$ cat config.mk
export PLATFORM = sky130hd
export DESIGN_NAME = lc3_seq_controller_flat
export DESIGN_NICKNAME = d
export VERILOG_FILES = /design/src/rtl/lc3_ctrl_pkg.sv /design/src/rtl/lc3_seq_controller_if.sv /design/src/rtl/lc3_ctrl_decode.sv /design/src/rtl/lc3_seq_controller.sv /design/src/flat_wrapper.sv
export SDC_FILE = /design/constraint.sdc
export NUM_CORES = 1
export LEC_CHECK = 0
export BUFFER_PORTS_ARGS = -buffer_cell sky130_fd_sc_hd__buf_2
export CAP_MARGIN = 20
export CORE_MARGIN = 2
export CORE_UTILIZATION = 56
export CTS_BUF_LIST = sky130_fd_sc_hd__clkbuf_8
export CTS_CLUSTER_SIZE = 8
export DETAILED_ROUTE_END_ITERATION = 16
export PLACE_DENSITY = 0.86
export SLEW_MARGIN = 25
export SYNTH_ARGS = -nofsm -noshare
export SYNTH_HDL_FRONTEND = slang
export SYNTH_SLANG_ARGS = --single-unit
$ cat constraint.sdc
create_clock -name clock -period 4 [get_ports clock]
set_input_delay 0.8 -clock clock [delete_from_list [all_inputs] [get_ports clock]]
set_output_delay 0.8 -clock clock [all_outputs]
set_load 0.01 [all_outputs]
$ cat src/rtl/lc3_ctrl_pkg.sv
// rtl/lc3_ctrl_pkg.sv - shared types and constants for the LC-3 sequencing controller
// Contents: FSM state enum, execute-stage opcode classes, LC-3 opcode values,
// and the mem_state encodings presented to the memory interface.
package lc3_ctrl_pkg;

    typedef enum logic [2:0] {
        S_IDLE,
        S_FETCH,
        S_DECODE,
        S_EXEC,
        S_MEM_IND,
        S_MEM_RD,
        S_MEM_WR,
        S_WB
    } state_t;

    // Where EXEC hands off to; CLS_NOP covers BR, JMP and unused opcodes,
    // all of which return straight to FETCH.
    typedef enum logic [2:0] {
        CLS_NOP,
        CLS_WB,
        CLS_RD,
        CLS_IND,
        CLS_WR
    } op_class_t;

    localparam logic [3:0] OP_BR  = 4'b0000;
    localparam logic [3:0] OP_ADD = 4'b0001;
    localparam logic [3:0] OP_LD  = 4'b0010;
    localparam logic [3:0] OP_ST  = 4'b0011;
    localparam logic [3:0] OP_AND = 4'b0101;
    localparam logic [3:0] OP_LDR = 4'b0110;
    localparam logic [3:0] OP_STR = 4'b0111;
    localparam logic [3:0] OP_NOT = 4'b1001;
    localparam logic [3:0] OP_LDI = 4'b1010;
    localparam logic [3:0] OP_STI = 4'b1011;
    localparam logic [3:0] OP_JMP = 4'b1100;
    localparam logic [3:0] OP_LEA = 4'b1110;

    localparam logic [1:0] MEM_READ     = 2'd0;
    localparam logic [1:0] MEM_IND_READ = 2'd1;
    localparam logic [1:0] MEM_WRITE    = 2'd2;
    localparam logic [1:0] MEM_IDLE     = 2'd3;

endpackage

$ cat src/rtl/lc3_seq_controller_if.sv
// rtl/lc3_seq_controller_if.sv - handshake and control bus between controller and datapath
// Signals: complete_instr/complete_data memory strobes, IR_Exec and psr from the
// datapath, cnt_load/cnt_load_value to preset the retire counter, and the stage
// enables, PC strobes, mem_state, instr_count and timeout_err from the controller.
// Modports: master = controller side, slave = datapath/memory side.
interface lc3_seq_controller_if;
    logic        complete_instr;
    logic        complete_data;
    logic [15:0] IR_Exec;
    logic [2:0]  psr;
    logic        cnt_load;
    logic [15:0] cnt_load_value;
    logic        enable_fetch;
    logic        enable_decode;
    logic        enable_execute;
    logic        enable_writeback;
    logic        enable_updatePC;
    logic        br_taken;
    logic [1:0]  mem_state;
    logic [15:0] instr_count;
    logic        timeout_err;

    modport master (
        input  complete_instr, complete_data, IR_Exec, psr, cnt_load, cnt_load_value,
        output enable_fetch, enable_decode, enable_execute, enable_writeback,
               enable_updatePC, br_taken, mem_state, instr_count, timeout_err
    );

    modport slave (
        output complete_instr, complete_data, IR_Exec, psr, cnt_load, cnt_load_value,
        input  enable_fetch, enable_decode, enable_execute, enable_writeback,
               enable_updatePC, br_taken, mem_state, instr_count, timeout_err
    );
endinterface

$ cat src/rtl/lc3_ctrl_decode.sv
// rtl/lc3_ctrl_decode.sv - combinational opcode classification and branch evaluation
// Ports: ir (instruction in execute), psr (N,Z,P flags) in;
// op_class (EXEC successor class), is_ldi, br_taken out.
module lc3_ctrl_decode
    import lc3_ctrl_pkg::*;
(
    input  logic [15:0] ir,
    input  logic [2:0]  psr,
    output op_class_t   op_class,
    output logic        is_ldi,
    output logic        br_taken
);

    logic [3:0] opcode;
    logic [2:0] nzp;
    logic       unused_ir_bits;

    assign opcode         = ir[15:12];
    assign nzp            = ir[11:9];
    assign unused_ir_bits = ^ir[8:0];

    always_comb begin
        op_class = CLS_NOP;
        case (opcode)
            OP_ADD, OP_AND, OP_NOT, OP_LEA: op_class = CLS_WB;
            OP_LD, OP_LDR:                  op_class = CLS_RD;
            OP_LDI, OP_STI:                 op_class = CLS_IND;
            OP_ST, OP_STR:                  op_class = CLS_WR;
            default:                        op_class = CLS_NOP;
        endcase
    end

    assign is_ldi   = (opcode == OP_LDI);
    assign br_taken = (opcode == OP_JMP) || ((opcode == OP_BR) && |(nzp & psr));

endmodule

$ cat src/rtl/lc3_seq_controller.sv
// rtl/lc3_seq_controller.sv - LC-3 multi-cycle sequencing FSM with retire counter and handshake timeout
// Ports: clock, reset (async, active-high); bus (master modport): memory completion
// strobes, IR_Exec, psr and counter preset in; stage enables, enable_updatePC,
// br_taken, mem_state, instr_count and sticky timeout_err out.
module lc3_seq_controller
    import lc3_ctrl_pkg::*;
#(
    parameter int unsigned TIMEOUT_CYCLES = 255
) (
    input  logic                 clock,
    input  logic                 reset,
    lc3_seq_controller_if.master bus
);

    localparam int WAIT_W = $clog2(TIMEOUT_CYCLES + 1);

    state_t            state, state_next;
    logic [WAIT_W-1:0] wait_cnt, wait_cnt_next;
    logic [15:0]       count_q;
    logic              timeout_q;
    logic              ind_is_ldi;
    logic              retire;
    logic              in_wait;
    logic              hit_limit;
    op_class_t         exec_class;
    logic              exec_ldi;
    logic              exec_br;

    lc3_ctrl_decode u_decode (
        .ir       (bus.IR_Exec),
        .psr      (bus.psr),
        .op_class (exec_class),
        .is_ldi   (exec_ldi),
        .br_taken (exec_br)
    );

    always_comb begin
        state_next           = state;
        retire               = 1'b0;
        bus.enable_fetch     = 1'b0;
        bus.enable_decode    = 1'b0;
        bus.enable_execute   = 1'b0;
        bus.enable_writeback = 1'b0;
        bus.enable_updatePC  = 1'b0;
        bus.br_taken         = 1'b0;
        bus.mem_state        = MEM_IDLE;
        case (state)
            S_IDLE: state_next = S_FETCH;
            S_FETCH: begin
                bus.enable_fetch = 1'b1;
                if (bus.complete_instr) begin
                    state_next          = S_DECODE;
                    bus.enable_updatePC = 1'b1;
                end
            end
            S_DECODE: begin
                bus.enable_decode = 1'b1;
                state_next        = S_EXEC;
            end
            S_EXEC: begin
                bus.enable_execute  = 1'b1;
                bus.br_taken        = exec_br;
                bus.enable_updatePC = exec_br;
                case (exec_class)
                    CLS_WB:  state_next = S_WB;
                    CLS_RD:  state_next = S_MEM_RD;
                    CLS_IND: state_next = S_MEM_IND;
                    CLS_WR:  state_next = S_MEM_WR;
                    default: begin
                        state_next = S_FETCH;
                        retire     = 1'b1;
                    end
                endcase
            end
            S_MEM_IND: begin
                bus.mem_state = MEM_IND_READ;
                if (bus.complete_data) state_next = ind_is_ldi ? S_MEM_RD : S_MEM_WR;
            end
            S_MEM_RD: begin
                bus.mem_state = MEM_READ;
                if (bus.complete_data) state_next = S_WB;
            end
            S_MEM_WR: begin
                bus.mem_state = MEM_WRITE;
                if (bus.complete_data) begin
                    state_next = S_FETCH;
                    retire     = 1'b1;
                end
            end
            S_WB: begin
                bus.enable_writeback = 1'b1;
                state_next           = S_FETCH;
                retire               = 1'b1;
            end
            default: state_next = S_IDLE;
        endcase
    end

    // wait_cnt holds the number of cycles already spent in the current wait
    // state, so the cycle in which it equals TIMEOUT_CYCLES-1 is the
    // TIMEOUT_CYCLES-th one; the flag is raised on that edge even if the
    // completion strobe arrives in the same cycle.
    assign in_wait   = (state == S_FETCH) || (state == S_MEM_IND) ||
                       (state == S_MEM_RD) || (state == S_MEM_WR);
    assign hit_limit = in_wait && (wait_cnt == WAIT_W'(TIMEOUT_CYCLES - 1));

    always_comb begin
        wait_cnt_next = wait_cnt;
        if (state_next != state)
            wait_cnt_next = '0;
        else if (in_wait && (wait_cnt != WAIT_W'(TIMEOUT_CYCLES)))
            wait_cnt_next = wait_cnt + 1'b1;
    end

    always_ff @(posedge clock or posedge reset) begin
        if (reset) begin
            state      <= S_IDLE;
            wait_cnt   <= '0;
            count_q    <= 16'h0000;
            timeout_q  <= 1'b0;
            ind_is_ldi <= 1'b0;
        end else begin
            state    <= state_next;
            wait_cnt <= wait_cnt_next;
            if (hit_limit)
                timeout_q <= 1'b1;
            if (bus.cnt_load)
                count_q <= bus.cnt_load_value;
            else if (retire)
                count_q <= count_q + 16'h0001;
            // IR_Exec may move on once EXEC is done; MEM_IND needs the opcode.
            if (state == S_EXEC)
                ind_is_ldi <= exec_ldi;
        end
    end

    assign bus.instr_count = count_q;
    assign bus.timeout_err = timeout_q;

endmodule

$ cat src/flat_wrapper.sv
// flat-port wrapper written by rule: the top's interface ports become plain ports
module lc3_seq_controller_flat import lc3_ctrl_pkg::*;
#(
    parameter int unsigned TIMEOUT_CYCLES = 255
)
  (clock, reset, bus_complete_instr, bus_complete_data, bus_IR_Exec, bus_psr, bus_cnt_load, bus_cnt_load_value, bus_enable_fetch, bus_enable_decode, bus_enable_execute, bus_enable_writeback, bus_enable_updatePC, bus_br_taken, bus_mem_state, bus_instr_count, bus_timeout_err);
  lc3_seq_controller_if bus_i ();
  input  logic clock;
  input  logic reset;
  input wire logic [$bits(bus_i.complete_instr)-1:0] bus_complete_instr;
  input wire logic [$bits(bus_i.complete_data)-1:0] bus_complete_data;
  input wire logic [$bits(bus_i.IR_Exec)-1:0] bus_IR_Exec;
  input wire logic [$bits(bus_i.psr)-1:0] bus_psr;
  input wire logic [$bits(bus_i.cnt_load)-1:0] bus_cnt_load;
  input wire logic [$bits(bus_i.cnt_load_value)-1:0] bus_cnt_load_value;
  output wire logic [$bits(bus_i.enable_fetch)-1:0] bus_enable_fetch;
  output wire logic [$bits(bus_i.enable_decode)-1:0] bus_enable_decode;
  output wire logic [$bits(bus_i.enable_execute)-1:0] bus_enable_execute;
  output wire logic [$bits(bus_i.enable_writeback)-1:0] bus_enable_writeback;
  output wire logic [$bits(bus_i.enable_updatePC)-1:0] bus_enable_updatePC;
  output wire logic [$bits(bus_i.br_taken)-1:0] bus_br_taken;
  output wire logic [$bits(bus_i.mem_state)-1:0] bus_mem_state;
  output wire logic [$bits(bus_i.instr_count)-1:0] bus_instr_count;
  output wire logic [$bits(bus_i.timeout_err)-1:0] bus_timeout_err;
  assign bus_i.complete_instr = bus_complete_instr;
  assign bus_i.complete_data = bus_complete_data;
  assign bus_i.IR_Exec = bus_IR_Exec;
  assign bus_i.psr = bus_psr;
  assign bus_i.cnt_load = bus_cnt_load;
  assign bus_i.cnt_load_value = bus_cnt_load_value;
  assign bus_enable_fetch = bus_i.enable_fetch;
  assign bus_enable_decode = bus_i.enable_decode;
  assign bus_enable_execute = bus_i.enable_execute;
  assign bus_enable_writeback = bus_i.enable_writeback;
  assign bus_enable_updatePC = bus_i.enable_updatePC;
  assign bus_br_taken = bus_i.br_taken;
  assign bus_mem_state = bus_i.mem_state;
  assign bus_instr_count = bus_i.instr_count;
  assign bus_timeout_err = bus_i.timeout_err;
  lc3_seq_controller #(.TIMEOUT_CYCLES(TIMEOUT_CYCLES)) u_core (.clock(clock), .reset(reset), .bus(bus_i));
endmodule
[Word level (Yosys, flattened, before mapping)]
Memory sizes are Yosys's and may differ from the RTL's.
Cells that the tools add are included.
Widths: inputs -> output; s select.
Word-level totals
  register bits: 29
  bits in read-only memories: 48
  word-level logic and storage cells: 61
  memories kept: 1
Cells by class
  add/subtract/negate cells: 2
  equal/unequal tests: 16
  muxes and demuxes: 22
  bitwise logic cells: 1
  reduce and logical (&&, ||, !) cells: 14
Memory list
  (no name shown): depth 16, width 3, read ports 1, clocked after Yosys merged registers in 0, write ports 0, RTL line lc3_ctrl_decode.sv:24  | case (opcode)
Operator list (number)
  $mux 16: 2
  $pmux 3 s7: 1
  $add 16x1->16 const B: 1
  $mux 8: 2
  $eq 3x3->1 const B: 5
  $eq 3x2->1 const B: 4
  $mux 3: 4
  $pmux 3 s4: 1
  $add 8x1->8 const B: 1
  $eq 4x4->1 const B: 2
  $eq 8x8->1 const B: 1
  $mux 1: 8
  $ne 8x8->1 const B: 1
  $eq 3x1->1 const B: 2
  $pmux 2 s3: 1
  $logic_not 4->1: 1
  $logic_or 1x1->1: 4
  $reduce_bool 2->1: 2
  $reduce_or 4->1: 1
  $and 3x3->3: 1
  $logic_and 1x1->1: 3
  $logic_not 3->1: 1
  $ne 3x3->1: 1
  $pmux 1 s3: 1
  4 further kinds: 4

[Longest topological paths before layout]
Gate-level depths: netlist of run 1.
  word-level depth: 7
  mapped depth: 6
  depth with buffers taken out: 5

[Modules after synthesis]
Synthesis of run 1 repeated with hierarchy kept, for this count alone.
Second synthesis, totals
  cells, all modules: 231
  area total of the unflattened synthesis: 1973.1 um^2
Modules (own cells, without submodules)
  lc3_seq_controller: times used 1, cells an instance 218, area an instance 1886.8 um^2, seq. area each 725.7 um^2
  lc3_ctrl_decode: times used 1, cells an instance 13, area an instance 86.3 um^2, seq. area each 0.0 um^2

[Worst setup path before layout of run 1]
Ideal clock, no wire load.
  path kind: input port to output port
  from: in bus_IR_Exec[9]
  to: out bus_enable_updatePC
  arrival: 1.544 ns
  data required time: 3.200 ns
  setup slack: 1.656 ns
  stages: 4
  buffers on the path: 0
  path through: a222oi_1 or3_1 nand2_1 a32o_1
Between the ends
  word-level cells in the longest chain between the ends: 5
Ends and longest elaborated chain
  start, declared: RTL line flat_wrapper.sv:12  | input wire logic [$bits(bus_i.IR_Exec)-1:0] bus_IR_Exec;
  $and 3x3->3: RTL line lc3_ctrl_decode.sv:34  | assign br_taken = (opcode == OP_JMP) || ((opcode == OP_BR) && |(nzp & psr));
  $reduce_or 3->1: RTL line lc3_ctrl_decode.sv:34
  $logic_and 1x1->1: RTL line lc3_ctrl_decode.sv:34
  $logic_or 1x1->1: RTL line lc3_ctrl_decode.sv:34
  $pmux 1 s2: RTL line lc3_seq_controller.sv:47  | case (state)
  end, declared: RTL line flat_wrapper.sv:20  | output wire logic [$bits(bus_i.enable_updatePC)-1:0] bus_enable_updatePC;
No other way between the ends.

[Worst setup path after layout of run 1]
Same ends and word-level chain as after synthesis.

==> impl_metrics.toml, run 1 <==
[floorplanning]
start_util = 0.5868
ios = 65
num_rows = 21
die_w_um = 63.13
coreArea_mm2 = 0.003337
dieArea_mm2 = 0.003985
die_height_um = 63.13

[final_layout]
utilization = 0.7045
n_antenna_cell = 0
seq_area_um2 = 725.7
drive_gt1_frac = 0.2909
area_delta_synth_final_pct = 20.06
final_nets = 317
nFillCells = 275
multi_input_area_mm2 = 0.001142

[clock_network]
worstSkewPairLatency_ps = 280
clock-sinks = 29
cts_buffers = 5
post_cts_buffers = 0
cts_hold_buf = 0
cts.htree.levels = 2
clkTransAtPathRegs_ps = 70
cts_tree = "done"
clock-root-buffer = "clkbuf_8"
clk_path_buf_depth = 2
ctsResizeCount = 0

[routing]
drtPass1Iterations = 4
vias = 2001
drtIter0Drc = 139
drc = 0
via_per_inst = 6.234
wl_mm = 4.544
ant_nets = 0
wire_per_inst_um = 14.16

[synthesis]
synth.distinct_cells = 58
synthArstFlopShare = 1.000
ys_ff_latch = 29
syn_area_per_cell_um2 = 8.901
synth_area_mm2 = 0.001958
yosys_warnings = 0
seq_area_frac_synth = 0.3706
synthCells = 220
synth_fp_nets = 263
synth_top_flop_cell = "dfrtp_1"
synth_top_area_frac = 0.3706
synth_area_leaders = "dfrtp_1 37%, nand2_1 4.2%, o31ai_1 3.5%, or4_1 3.5%, a31oi_1 3.2%"
synth_edf_count = 0
yosys.area.top_type = "dfrtp_1"

[run_status]
status = "finished clean"

[job]
max-cap-violations = 0

[critical_path]
endpoint_kind = "output pin"
cp-start-kind = "primary input"
worstReg2RegStart = "u_core.state[2]"
criticalPathCategory = "in2out"
r2r_cells = 4
crit_fanout = 2
cp_data_arrival_time_ps = 1780
startpoint = "bus_IR_Exec[9]"
worstPathRequired_ps = 3200

[power_and_ir_drop]
leakagePower_nw = 1.014
power_density_mw_per_mm2 = 491.5
vdd_drop_max_mv = 0.3115

[min_path]
worstHoldStart = "u_core.bus.timeout_err"
hold_class = "reg2reg"
min_path_cells = 1

[sta]
finClkSkew_ps = 2.776
worst_pin_slew_ps = 909.8
max_freq_mhz = 387.7
slew_headroom = 0.3934
finalCritPeriodShare = 0.6449
setup_violations = 0
min_period_ps = 2579
rsz0062_at_grt = "no"
slew_viol_final = 0
hold_violations = 0
fin_ws_ps = 1421
finalSetupTns_ps = 0

[place]
hpwl_mm = 3.187
gp_congestion = 0.8020
io_buffers = 55
pre_cts_slack_ps = 1417

[global_routing]
grt_use_total = 0.2451
grt_max_degree = 30
gr-total-overflow = 0
grt_pass1_vias = 1729
grt_pass1_wl_mm = 7.734
antenna_found_initial = 0
per-layer routing:
| layer | global-route usage | vias up | wire length [um] |
|---|---|---|---|
| li1 | - | 964 | - |
| met1 | 0.3210 | 959 | 2084 |
| met2 | 0.3870 | 69 | 2089 |
| met3 | 0.06250 | 9 | 264 |
| met4 | 0.1000 | 0 | 104 |
| met5 | 0 | - | 0 |
cells in the final DEF, fill, tap and decap left out, drive strengths merged, types with 8 or more instances in the layout:
cell type,n
inv,10
buf,56
nand2,22
or4,9
dfrtp,29
o31ai,9
o21ai,12
nor2,16
a31oi,10
nand4,8
nand3,11
where the power goes:
part / total [mW] / switching, mW / internal, mW
Combinational: 0.466 / 0.282 / 0.185
Sequential: 0.416 / 0.0816 / 0.335
Clock: 0.273 / 0.118 / 0.155
Total: 1.16 / 0.481 / 0.674
final cells by class:
cell class              count  share of cell area
well taps                  46             0.02448
clock inverters             1            0.002129
flip-flops and latches     29              0.3087
repair buffers             56              0.1203
inverters                  11             0.01756
multi-input cells         171              0.4859
clock buffers               7             0.04098
worst max-delay path, cell delays in order:
cell,delay [ps]
buf_2,90
a222oi_1,290
or3_1,140
nand2_1,60
a32o_1,250
buf_2,130
Yosys cell counts, types with 2 or more instances:
master	count
a211oi_1	4
a211oi_2	3
a21o_1	2
a21oi_1	2
a311o_1	2
a31oi_1	10
and3_1	5
and4_1	5
buf_2	3
clkbuf_1	4
dfrtp_1	29
ha_1	3
inv_1	10
nand2_1	22
nand2b_1	4
nand3_1	10
nand4_1	8
nor2_1	15
nor3_1	3
o2111ai_1	2
o21ai_0	12
o31a_1	2
o31ai_1	9
or2_2	2
or3_1	7
or4_1	9
xnor2_1	2
path summary, 6_finish.rpt:
path,end,slack (ps)
max,bus_enable_updatePC,1420
min,u_core.bus.timeout_err,460
max reg2reg,u_core.wait_cnt[0],2060
min reg2reg,u_core.bus.timeout_err,460
max in group asynchronous,u_core.bus.instr_count[2],3140
min in group asynchronous,u_core.wait_cnt[5],580
sequential cells by signal, summed over array words and instances (netlist names):
register / count
u_core.bus.instr_count: 16
u_core.wait_cnt: 8
u_core.state: 3
u_core.bus.timeout_err: 1
u_core.ind_is_ldi: 1
metrics by stage:
step / cell area (um^2) / std cells / hold slack [ps] / power (mW)
finish: 2351 / 321 / 463.8 / 1.155
global route: 2351 / 321 / 500.1 / 1.233
CTS: 2351 / 321 / 467.6 / 1.156
detailed placement: 2250 / 313 / 452.9 / 0.8837
global placement: 2250 / 313 / 445.5 / 0.8747
floorplan: 1958 / 220 / 511.7 / 0.7606
kinds of logic after synthesis:
logic type | synth area share
AOI/OAI and AO/OA | 0.2435
xor gates and xnor gates | 0.01342
buffers and inverters | 0.04600
and+or+nand+nor | 0.2946
muxes | 0.01278
adders and majority gates | 0.01917
DFF | 0.3706
Power figures use the tool's default switching activity.
==> run 2: changes to the inputs <==
ABC_AREA = 1   (was default)
CORE_UTILIZATION = 52   (was 56)
PLACE_DENSITY = 0.81   (was 0.86)
clock period = 2.65 ns   (was 4 ns; I/O delays follow)
==> run 2 against run 1 <==
  * Power rose by 79%
  * Cell count rose by 24%
  * Die area rose by 7.7%
  * Clock power rose by 30%
  * Worst setup slack got worse by 880 ps
  * Critical endpoint unchanged
  * Largest cell class unchanged
==> impl_metrics.toml, run 2 <==
[critical_path]
criticalPathCategory = "reg2out"
crit_fanout = 6
cp-start-kind = "register"
cp_data_arrival_time_ps = 1580
worstPathRequired_ps = 2120
endpoint_kind = "output pin"

[final_layout]
drive_gt1_frac = 0.2120
n_antenna_cell = 0
largest_reg_flops = 16
layout_common_cells = "87 x nand2_1, 55 x buf_2, 36 x nor2_1, 35 x inv_1, 29 x dfrtp_1"
nFillCells = 335
mostFrequentLayoutCell = "nand2_1"
area_delta_synth_final_pct = 20.03
layout.cells.non_filler = 397
final_nets = 392

[synthesis]
synth_xor_area_frac = 0.02225
synthCells = 293
yosys.area_share.adder = 0.01907
synthArstFlopShare = 1.000
yosys-top-cells-count = "87 x nand2_1, 36 x nor2_1, 34 x inv_1"
yosysMostFrequentCell = "nand2_1"
synth_area_leaders = "dfrtp_1 37%, nand2_1 17%, nor2_1 6.9%, inv_1 6.5%, o21ai_0 4.6%"
synth.area.mux_share = 0
yosys_warnings = 0
syn_area_per_cell_um2 = 6.717
synth_top_area_frac = 0.3687
synth_top_flop_cell = "dfrtp_1"
ys_ff_latch = 29
synth_top_family_by_area = "simple AND/OR/NAND/NOR gates"
yosys.area.top_type = "dfrtp_1"
synth_compound_area_frac = 0.1399
synth_area_mm2 = 0.001968
seq_area_frac_synth = 0.3687
synth.distinct_cells = 31
synth_fp_nets = 336
synthSimpleGateAreaFrac = 0.3636
synth_edf_count = 0

[min_path]
hold_class = "in2async"

[global_routing]
grt_pass1_vias = 1760
grt_max_degree = 30
grt_pass1_wl_mm = 7.438
antenna_found_initial = 0
grt_use_total = 0.2240
gr-total-overflow = 0

[routing]
drtPass1Iterations = 4
vias = 2072
wl_mm = 4.488
drc = 0
drtIter0Drc = 125
via_per_inst = 5.219
wire_per_inst_um = 11.30
ant_nets = 0

[sta]
finClkSkew_ps = 3.923
slew_headroom = 0.5976
slew_viol_final = 0
min_period_ps = 2111
whs_ps = 313.8
finalCritPeriodShare = 0.7966
finalSetupTns_ps = 0
fin_ws_ps = 539.0
worst_pin_slew_ps = 603.0
rsz0062_at_grt = "no"
setup_violations = 0
hold_violations = 0
max_freq_mhz = 473.7

[place]
io_buffers = 55
pre_cts_slack_ps = 776.3
hpwl_mm = 3.415
post-place-cells = 390
gp_congestion = 0.8830

[power_and_ir_drop]
vdd_drop_max_mv = 0.5006
leakagePower_nw = 1.210
power_density_mw_per_mm2 = 873.1

[clock_network]
clkTransAtPathRegs_ps = 60
cts_hold_buf = 0
ctsResizeCount = 0
cts_buffers = 5
cts.htree.levels = 2
post_cts_buffers = 0
worstSkewPairLatency_ps = 270
clk_path_buf_depth = 2
cts_tree = "done"
clock-sinks = 29
clock-root-buffer = "clkbuf_8"

[floorplanning]
ios = 65
start_util = 0.5376
die_w_um = 65.52
dieArea_mm2 = 0.004293
coreArea_mm2 = 0.003661
num_rows = 22
die_height_um = 65.52

[run_status]
status = "finished clean"

[job]
max-cap-violations = 0
-- run 2: cell count changes in the layout (fill, tap and decap cells not counted), moves of 8 or more --
| cell | previous run | this run |
|---|---|---|
| inv_1 | 10 | 35 |
| nor3_1 | 3 | 11 |
| or4_1 | 9 | 0 |
| nand2_1 | 22 | 87 |
| nor2_1 | 15 | 36 |
-- run 2: per-stage QoR --
stage	util	power, mW	cell area, um^2
4_1_cts	0.6452	2.069	2362
3_5_place_dp	0.6217	1.708	2276
2_1_floorplan	-	1.406	1968
3_3_place_gp	0.6217	1.686	2276
5_1_grt	0.6452	2.247	2362
6_report	0.6452	2.063	2362
-- run 2: critical path, cell delays in order, from the launching register on --
cell and delay (ps):
dfrtp_1 440, nand2_2 120, nor2_4 170, inv_1 90, nor3_1 130, and2_1 160, inv_1 40, nand2_1 40
buf_2 120
-- run 2: area by class of cell --
class	count	area, um^2	area share
multi-input combinational	221	1072	0.4539
inverter	36	135.1	0.05720
timing repair buffer	56	282.8	0.1197
clock buffer	6	82.58	0.03496
tap	48	60.06	0.02542
clock inverter	1	3.754	0.001589
sequential	29	725.7	0.3072
-- run 2: cell families after synthesis --
| kind of cell | count (synthesis) |
|---|---|
| fa+ha+maj | 3 |
| xor+xnor | 5 |
| flops | 29 |
| simple gates | 167 |
| buf+inv | 43 |
| compound gates | 46 |
-- run 2: path summary, 6_finish.rpt --
check / start / endpoint / slack, ps / cells after the start
max in group asynchronous: reset / u_core.ind_is_ldi / 2060 / 3
hold reg to reg: u_core.bus.timeout_err / u_core.bus.timeout_err / 480 / 1
setup reg to reg: u_core.state[0] / u_core.bus.instr_count[10] / 900 / 7
min in group clock: u_core.bus.timeout_err / u_core.bus.timeout_err / 480 / 1
hold / removal: reset / u_core.bus.instr_count[7] / 310 / 3
setup / recovery: u_core.state[0] / bus_enable_updatePC / 540 / 8
-- run 2: per-layer routing --
| layer | vias to the layer above | global-route usage | routed length [um] |
|---|---|---|---|
| met2 | 55 | 0.3482 | 2057 |
| met1 | 946 | 0.2977 | 2128 |
| met5 | - | 0 | 0 |
| met4 | 0 | 0.09896 | 66 |
| met3 | 6 | 0.05137 | 235 |
| li1 | 1065 | - | - |
-- run 2: report_power, final --
part	leakage (nW)	total [mW]	switching, mW	internal [mW]
logic	0.797	0.962	0.613	0.349
registers	0.364	0.746	0.173	0.573
clock network	0.0485	0.355	0.153	0.202
